==> src/rtl/ofd_pkg.sv <==
`default_nettype none
// ============================================================================
//  Module      : ofd_pkg
//  Description : Shared constants for the output flip-flop bank.
//  Revision    : 1.0 - initial release
// ============================================================================
package ofd_pkg;

  localparam int MODE_DIRECT = 0;
  localparam int MODE_DBUF   = 1;
  localparam int DEPTH_MAX   = 4;
  localparam int CNT_W       = 8;

endpackage : ofd_pkg
`default_nettype wire

==> src/rtl/ofd_stage.sv <==
`default_nettype none
// ============================================================================
//  Module      : ofd_stage
//  Description : One pipeline register with clock enable, synchronous clear
//                and asynchronous active-low reset.
//  Revision    : 1.0 - initial release
// ============================================================================
module ofd_stage #(
  parameter int            SW      = 1,
  parameter logic [SW-1:0] RST_VAL = '0
) (
  input  logic          CK,
  input  logic          RN,
  input  logic          CE,
  input  logic          CLR,
  input  logic [SW-1:0] D,
  output logic [SW-1:0] Q
);

  logic [SW-1:0] data_q;

  always_ff @(posedge CK or negedge RN) begin
    if (!RN) begin
      data_q <= RST_VAL;
    end else if (CLR) begin
      data_q <= RST_VAL;
    end else if (CE) begin
      data_q <= D;
    end
  end

  assign Q = data_q;

endmodule : ofd_stage
`default_nettype wire

==> src/rtl/ofd_bank.sv <==
`default_nettype none
// ============================================================================
//  Module      : ofd_bank
//  Description : NCH x W output register bank with DEPTH-stage pipeline and an
//                optional shadow/commit front end for glitch-free updates.
//  Revision    : 1.0 - initial release
// ============================================================================
module ofd_bank
  import ofd_pkg::*;
#(
  parameter int           NCH   = 3,
  parameter int           W     = 1,
  parameter int           DEPTH = 1,
  parameter int           MODE  = 0,
  parameter logic [W-1:0] INIT  = '0
) (
  input  logic               CK,
  input  logic               RN,
  input  logic               CE,
  input  logic               CLR,
  input  logic [NCH*W-1:0]   D,
  input  logic               VLD_IN,
  input  logic [NCH-1:0]     OE_IN,
  input  logic               LD,
  input  logic [NCH-1:0]     WEN,
  input  logic               COMMIT,
  output logic [NCH*W-1:0]   Q,
  output logic [NCH-1:0]     OE,
  output logic               VLD,
  output logic               PEND,
  output logic [CNT_W-1:0]   UPD_CNT
);

  localparam int DW = NCH * W;
  localparam int SW = DW + NCH + 1;
  // Stage word layout, MSB first: {data, output enables, valid tag}
  localparam logic [SW-1:0] STAGE_RST = {{NCH{INIT}}, {NCH{1'b0}}, 1'b0};

  if ((DEPTH < 1) || (DEPTH > DEPTH_MAX) || (MODE < MODE_DIRECT) || (MODE > MODE_DBUF)) begin : g_bad_param
    $error("ofd_bank: DEPTH must be 1..%0d and MODE 0..1", DEPTH_MAX);
  end

  logic [DW-1:0]    shadow_q, shadow_d;
  logic             pend_q, pend_d;
  logic [CNT_W-1:0] cnt_q, cnt_d;
  logic [SW-1:0]    stage0_d;
  logic [SW-1:0]    stage_q [DEPTH];

  always_comb begin
    shadow_d = shadow_q;
    pend_d   = pend_q;
    cnt_d    = cnt_q;
    stage0_d = stage_q[0];
    if (MODE == MODE_DIRECT) begin
      stage0_d = {D, OE_IN, VLD_IN};
      if (VLD_IN) begin
        cnt_d = cnt_q + 8'd1;
      end
    end else begin
      // Untagged cycles keep data/OE so the pins hold between commits
      stage0_d = {stage_q[0][SW-1:1], 1'b0};
      if (COMMIT) begin
        stage0_d = {shadow_q, OE_IN, 1'b1};
        pend_d   = 1'b0;
        cnt_d    = cnt_q + 8'd1;
      end
      if (LD) begin
        for (int i = 0; i < NCH; i++) begin
          if (WEN[i]) begin
            shadow_d[i*W +: W] = D[i*W +: W];
          end
        end
        pend_d = 1'b1;
      end
    end
  end

  always_ff @(posedge CK or negedge RN) begin
    if (!RN) begin
      shadow_q <= {NCH{INIT}};
      pend_q   <= 1'b0;
      cnt_q    <= '0;
    end else if (CLR) begin
      shadow_q <= {NCH{INIT}};
      pend_q   <= 1'b0;
      cnt_q    <= '0;
    end else if (CE) begin
      shadow_q <= shadow_d;
      pend_q   <= pend_d;
      cnt_q    <= cnt_d;
    end
  end

  for (genvar k = 0; k < DEPTH; k++) begin : g_stage
    logic [SW-1:0] stage_d;
    if (k == 0) begin : g_head
      assign stage_d = stage0_d;
    end else begin : g_tail
      assign stage_d = stage_q[k-1];
    end
    ofd_stage #(
      .SW      (SW),
      .RST_VAL (STAGE_RST)
    ) u_stage (
      .CK  (CK),
      .RN  (RN),
      .CE  (CE),
      .CLR (CLR),
      .D   (stage_d),
      .Q   (stage_q[k])
    );
  end

  assign Q       = stage_q[DEPTH-1][SW-1 -: DW];
  assign OE      = stage_q[DEPTH-1][NCH:1];
  assign VLD     = stage_q[DEPTH-1][0];
  assign PEND    = pend_q;
  assign UPD_CNT = cnt_q;

endmodule : ofd_bank
`default_nettype wire

==> config.mk <==
export PLATFORM = sky130hd
export DESIGN_NAME = ofd_bank
export DESIGN_NICKNAME = d
export VERILOG_FILES = /design/src/rtl/ofd_pkg.sv /design/src/rtl/ofd_stage.sv /design/src/rtl/ofd_bank.sv
export SDC_FILE = /design/constraint.sdc
export NUM_CORES = 1
export LEC_CHECK = 0
export BUFFER_PORTS_ARGS = -buffer_cell sky130_fd_sc_hd__buf_2
export CELL_PAD_IN_SITES_DETAIL_PLACEMENT = 1
export CELL_PAD_IN_SITES_GLOBAL_PLACEMENT = 2
export CORE_ASPECT_RATIO = 0.6
export CORE_MARGIN = 4
export CORE_UTILIZATION = 27
export DETAILED_ROUTE_END_ITERATION = 16
export PLACE_DENSITY = 0.85
export REMOVE_ABC_BUFFERS = 1
export SLEW_MARGIN = 10
export SYNTH_ARGS = -nofsm -noshare
export SYNTH_HDL_FRONTEND = slang
export SYNTH_SLANG_ARGS = --single-unit
==> constraint.sdc <==
create_clock -name CK -period 2.5 [get_ports CK]
set_input_delay 0.25 -clock CK [delete_from_list [all_inputs] [get_ports CK]]
set_output_delay 0.25 -clock CK [all_outputs]
set_load 0.05 [all_outputs]
* Word-level counts from Yosys, hierarchy flattened
Cells that the tools add are included.
Storage, ports and cells: bits in registers 15, input port bits 16
Operators by class: add/subtract/negate cells 1, muxes and demuxes 5, reduce and logical (&&, ||, !) cells 3
Operator list (number):
- 2-to-1 mux 8 bit | 3
- 2-to-1 mux 7 bit | 2
- adder 8 x 1 -> 8 bit (second input constant) | 1
- nonzero test 2 bit | 2
- AND reduction 2 bit | 1

* Longest topological paths before layout
depth in word-level cells 4, depth in mapped cells 4

* Cells and area by module
Synthesis repeated with hierarchy kept, for this count alone.
Second synthesis, totals: cell total of the unflattened synthesis 64, area total of the unflattened synthesis 680.7 µm²
By module, submodules not included:
- ofd_bank | area each 397.9 µm², cells each 42, sequential area each 200.2 µm², times used 1
- ofd_stage | area each 282.8 µm², cells each 22, sequential area each 175.2 µm², times used 1

* Worst setup path before layout
Ideal clock, no wire load.
path kind reg2reg, start register cnt_q[0], in the netlist UPD_CNT[0], end register cnt_q[4], in the netlist UPD_CNT[4], slack 911 ps, required time 2375 ps, arrival 1465 ps, period minus slack after synthesis 1589 ps, cell stages (with the launch flop) 5, cell sequence dfrtp_1 > ha_1 > nand4_1 > nor2_1 > mux2_2
Between the ends: word-level cells in the longest chain between the ends 4
RTL lines:
- from (decl) | RTL line ofd_bank.sv:45 | logic [CNT_W-1:0] cnt_q, cnt_d;
- from (signal assigned) | RTL line ofd_bank.sv:90 | cnt_q <= cnt_d;
- adder 8 x 1 -> 8 bit
- 2-to-1 mux 8 bit | RTL line ofd_bank.sv:56 | if (VLD_IN) begin
- 2-to-1 mux 8 bit | RTL line ofd_bank.sv:87 | end else if (CE) begin
- 2-to-1 mux 8 bit | RTL line ofd_bank.sv:83 | end else if (CLR) begin
No other way between the ends. The select of a mux whose other input is x is not followed. A chain may end at the register's enable or synchronous reset.

* Final worst setup path
Same ends and word-level chain as after synthesis.

==> flow_summary.yaml <==
status:
  outcome: "complete, no violations"
place:
  postPlaceCellArea_sq_um: 833
  dp.final_hpwl_mm: 1.39
  port_buffers: 25
  placedCellCount: 118
  pre_cts_ws_ns: 1.08
  gp_congestion: 0.689
power_and_ir_drop:
  p_int_mw: 0.385
  switchingPower_mw: 0.150
  cellPowerDensity_nw_per_um2: 602
  sw_frac_of_total_pct: 28.0
  power.total_mw: 0.535
  vdd_ir_drop_max_mv: 0.272
  clockPowerShare_pct: 37.0
  pwr-share-comb_pct: 15.0
  sequentialPowerShare_pct: 48.0
  leakage_nw: 0.449
logic_synthesis:
  avgSynthCellArea_sq_um: 10.4
  netlist_instances: 66
  synth-seq-cells: 15
  synth_top_family_by_area: "simple AND/OR/NAND/NOR gates"
  ys_warn_count: 0
  syn_area_sq_um: 687
  yosys.area.top_type: "dfrtp_1"
  synthMuxAreaShare_pct: 10.4
  synth_ff_type: "dfrtp_1"
  yosys.area_share.simple_pct: 19.1
  synth_top_cell_area_share_pct: 54.6
  synth-compound-area-share_pct: 8.01
  synth_cell_type_count: 23
  synth-edff-count: 0
  synth-adder-area-share_pct: 1.82
  yosys-top-cells-area: "dfrtp_1 55%, mux2i_1 8.7%, nor2_1 5.5%"
  ys_seq_area_share_pct: 54.6
  synthArstFlopShare_pct: 100
  synth_xor_area_share_pct: 2.55
setup_path:
  ff2ff_path_depth: 4
  cp_max_fo: 4
  crit_path_end_kind: "flip-flop"
  worstPathArrival_ns: 1.49
  r2r_slack_ns: 1.14
  reg2reg_from: "UPD_CNT[0]"
  critPathKind: "reg2reg"
  timing.rr.end: "UPD_CNT[4]"
  start_kind: "flip-flop"
  required_ns: 2.63
sta:
  setup_tns_ns: 0
  period_share_pct: 54.3
  post-route-min-period_ns: 1.36
  setup_ws_ns: 1.14
  skew_ns: 0.000862
  finalHoldViolCount: 0
  timing.fmax_ghz: 0.736
  setup_viol: 0
  rsz0062_at_grt: "no"
  slew_viol_final: 0
global_routing:
  grt_max_degree: 17
  grt_pass1_vias: 588
  grt_use_total_pct: 11.8
  antenna_found_initial: 0
  grt_overflow_total: 0
  grt_pass1_wl_mm: 2.93
clocking:
  root_buffer: "clkbuf_8"
  cts.path.max_buffers: 2
  clk_pin_slew_ns: 0.06
  cts_inserted_buffers: 3
  numClockSinks: 15
  h-tree-depth: 1
  cts_tree: "yes"
  clk_latency_ns: 0.24
floorplanning:
  start_util_pct: 30.0
  dieArea_sq_um: 3440
  die_y_um: 47.1
  design.core.area_sq_um: 2290
  ios: 32
  die_w_um: 73.1
  num_rows: 13
detailed_routing:
  detail_route.vias_per_cell: 4.67
  first_pass_iters: 3
  routed_wl_mm: 1.83
  initialDrtViolationCount: 26
  wl_per_cell_um: 14.9
  drc: 0
  num_vias: 575
  ant_nets: 0
final_layout:
  fin_area_sq_um: 888
  final_nets: 111
  diodes: 0
  drive_above_1_share_pct: 33.3
  syn2layout_area_growth_pct: 29.3
  fin_cells: 123
worst_hold_path:
  holdPathEnd: "g_stage[0].u_stage.Q[2]"
  hold_path.class: "in2reg"
  hp-start: "OE_IN[1]"
  hold_path_depth: 3
flow_run:
  drv_cap: 0
-- power by group through the flow --
| stage | registers (mW) | clock network, mW | logic (mW) |
|---|---|---|---|
| after CTS | 0.257 | 0.204 | 0.0820 |
| final | 0.256 | 0.198 | 0.0802 |
| after global placement | 0.260 | 0 | 0.0786 |
| after floorplan | 0.290 | 0 | 0.0173 |
| after detailed placement | 0.261 | 0 | 0.0806 |
| after global routing | 0.257 | 0.226 | 0.0858 |
-- worst max path at each step --
stage / slack (ns) / endpoint / depth (start not counted) / startpoint
2_1_floorplan: 0.91 / UPD_CNT[4] / 4 / UPD_CNT[0]
3_3_place_gp: 1.10 / UPD_CNT[7] / 4 / CE
3_5_place_dp: 1.08 / UPD_CNT[7] / 4 / CE
4_1_cts: 1.11 / UPD_CNT[4] / 4 / UPD_CNT[0]
5_1_grt: 1.06 / UPD_CNT[4] / 4 / UPD_CNT[0]
6_report: 1.14 / UPD_CNT[4] / 4 / UPD_CNT[0]
-- routing by layer --
metal / vias to the layer above / wire length (um) / global-route usage (%)
li1: 281 / - / -
met1: 281 / 825 / 13.1
met2: 11 / 899 / 21.7
met3: 2 / 83 / 4.49
met4: 0 / 19 / 3.31
met5: - / 0 / 0
-- cell usage after synthesis, drive strengths merged (2+ instances only) --
master / instances
a21oi: 6
buf: 2
dfrtp: 15
mux2i: 6
nand2: 4
nand3: 4
nand4: 2
nor2: 10
o21ai: 2
o31ai: 2
or3: 2
or4: 2
xor2: 2
-- area by class of cell --
cell class,instances,area [sq um]
fill,272,1410
sequential,15,375
multi-input combinational,47,292
timing repair buffer,26,135
clock buffer,4,45.0
tap,30,37.5
inverter,1,3.75
-- worst max-delay path: stages (launching register included) --
cell     delay (ns)
dfrtp_1        0.41
ha_1           0.20
nand4_1        0.15
nor2_1         0.14
mux2_2         0.34
-- sequential cells by signal, indices dropped and copies added, names as in the netlist --
register           cells
g_stage.u_stage.Q      7
UPD_CNT                8
-- what timing repair did --
| item | in CTS | in global routing |
|---|---|---|
| endpoints found under the setup margin | 0 | 0 |
| buffers inserted | 0 | 0 |
| hold buffers | 1 | 0 |
| endpoints found under the hold margin | 15 | 0 |
| resized for setup | 0 | 0 |
-- cell families after synthesis --
group                      count (synthesis)
and+or+nand+nor                           26
buffers and inverters                      4
adders and majority gates                  1
xor gates and xnor gates                   2
other                                      1
AOI/OAI and AO/OA                         10
muxes                                      7
DFF                                       15
-- cell usage in the layout (no fill, tap or decap), drive strengths merged --
master / instances
nand4: 2
a21oi: 6
or4: 2
buf: 25
nand3: 4
clkbuf: 4
conb: 1
dfrtp: 15
ha: 1
inv: 1
o21ai: 2
mux2: 1
or3: 2
nand2: 4
xor2: 2
mux2i: 6
nand2b: 1
nor2: 10
dlygate4sd3: 1
o31ai: 2
nor2b: 1
-- stage by stage --
stage | utilization (%) | hold WS, ns
floorplan | - | -0.0456
detailed placement | 36.3 | 0.183
finish | 38.7 | 0.253
CTS | 38.7 | 0.254
global placement | 36.3 | 0.177
global route | 38.7 | 0.244
No activity file was read; power rests on OpenSTA's default activity.
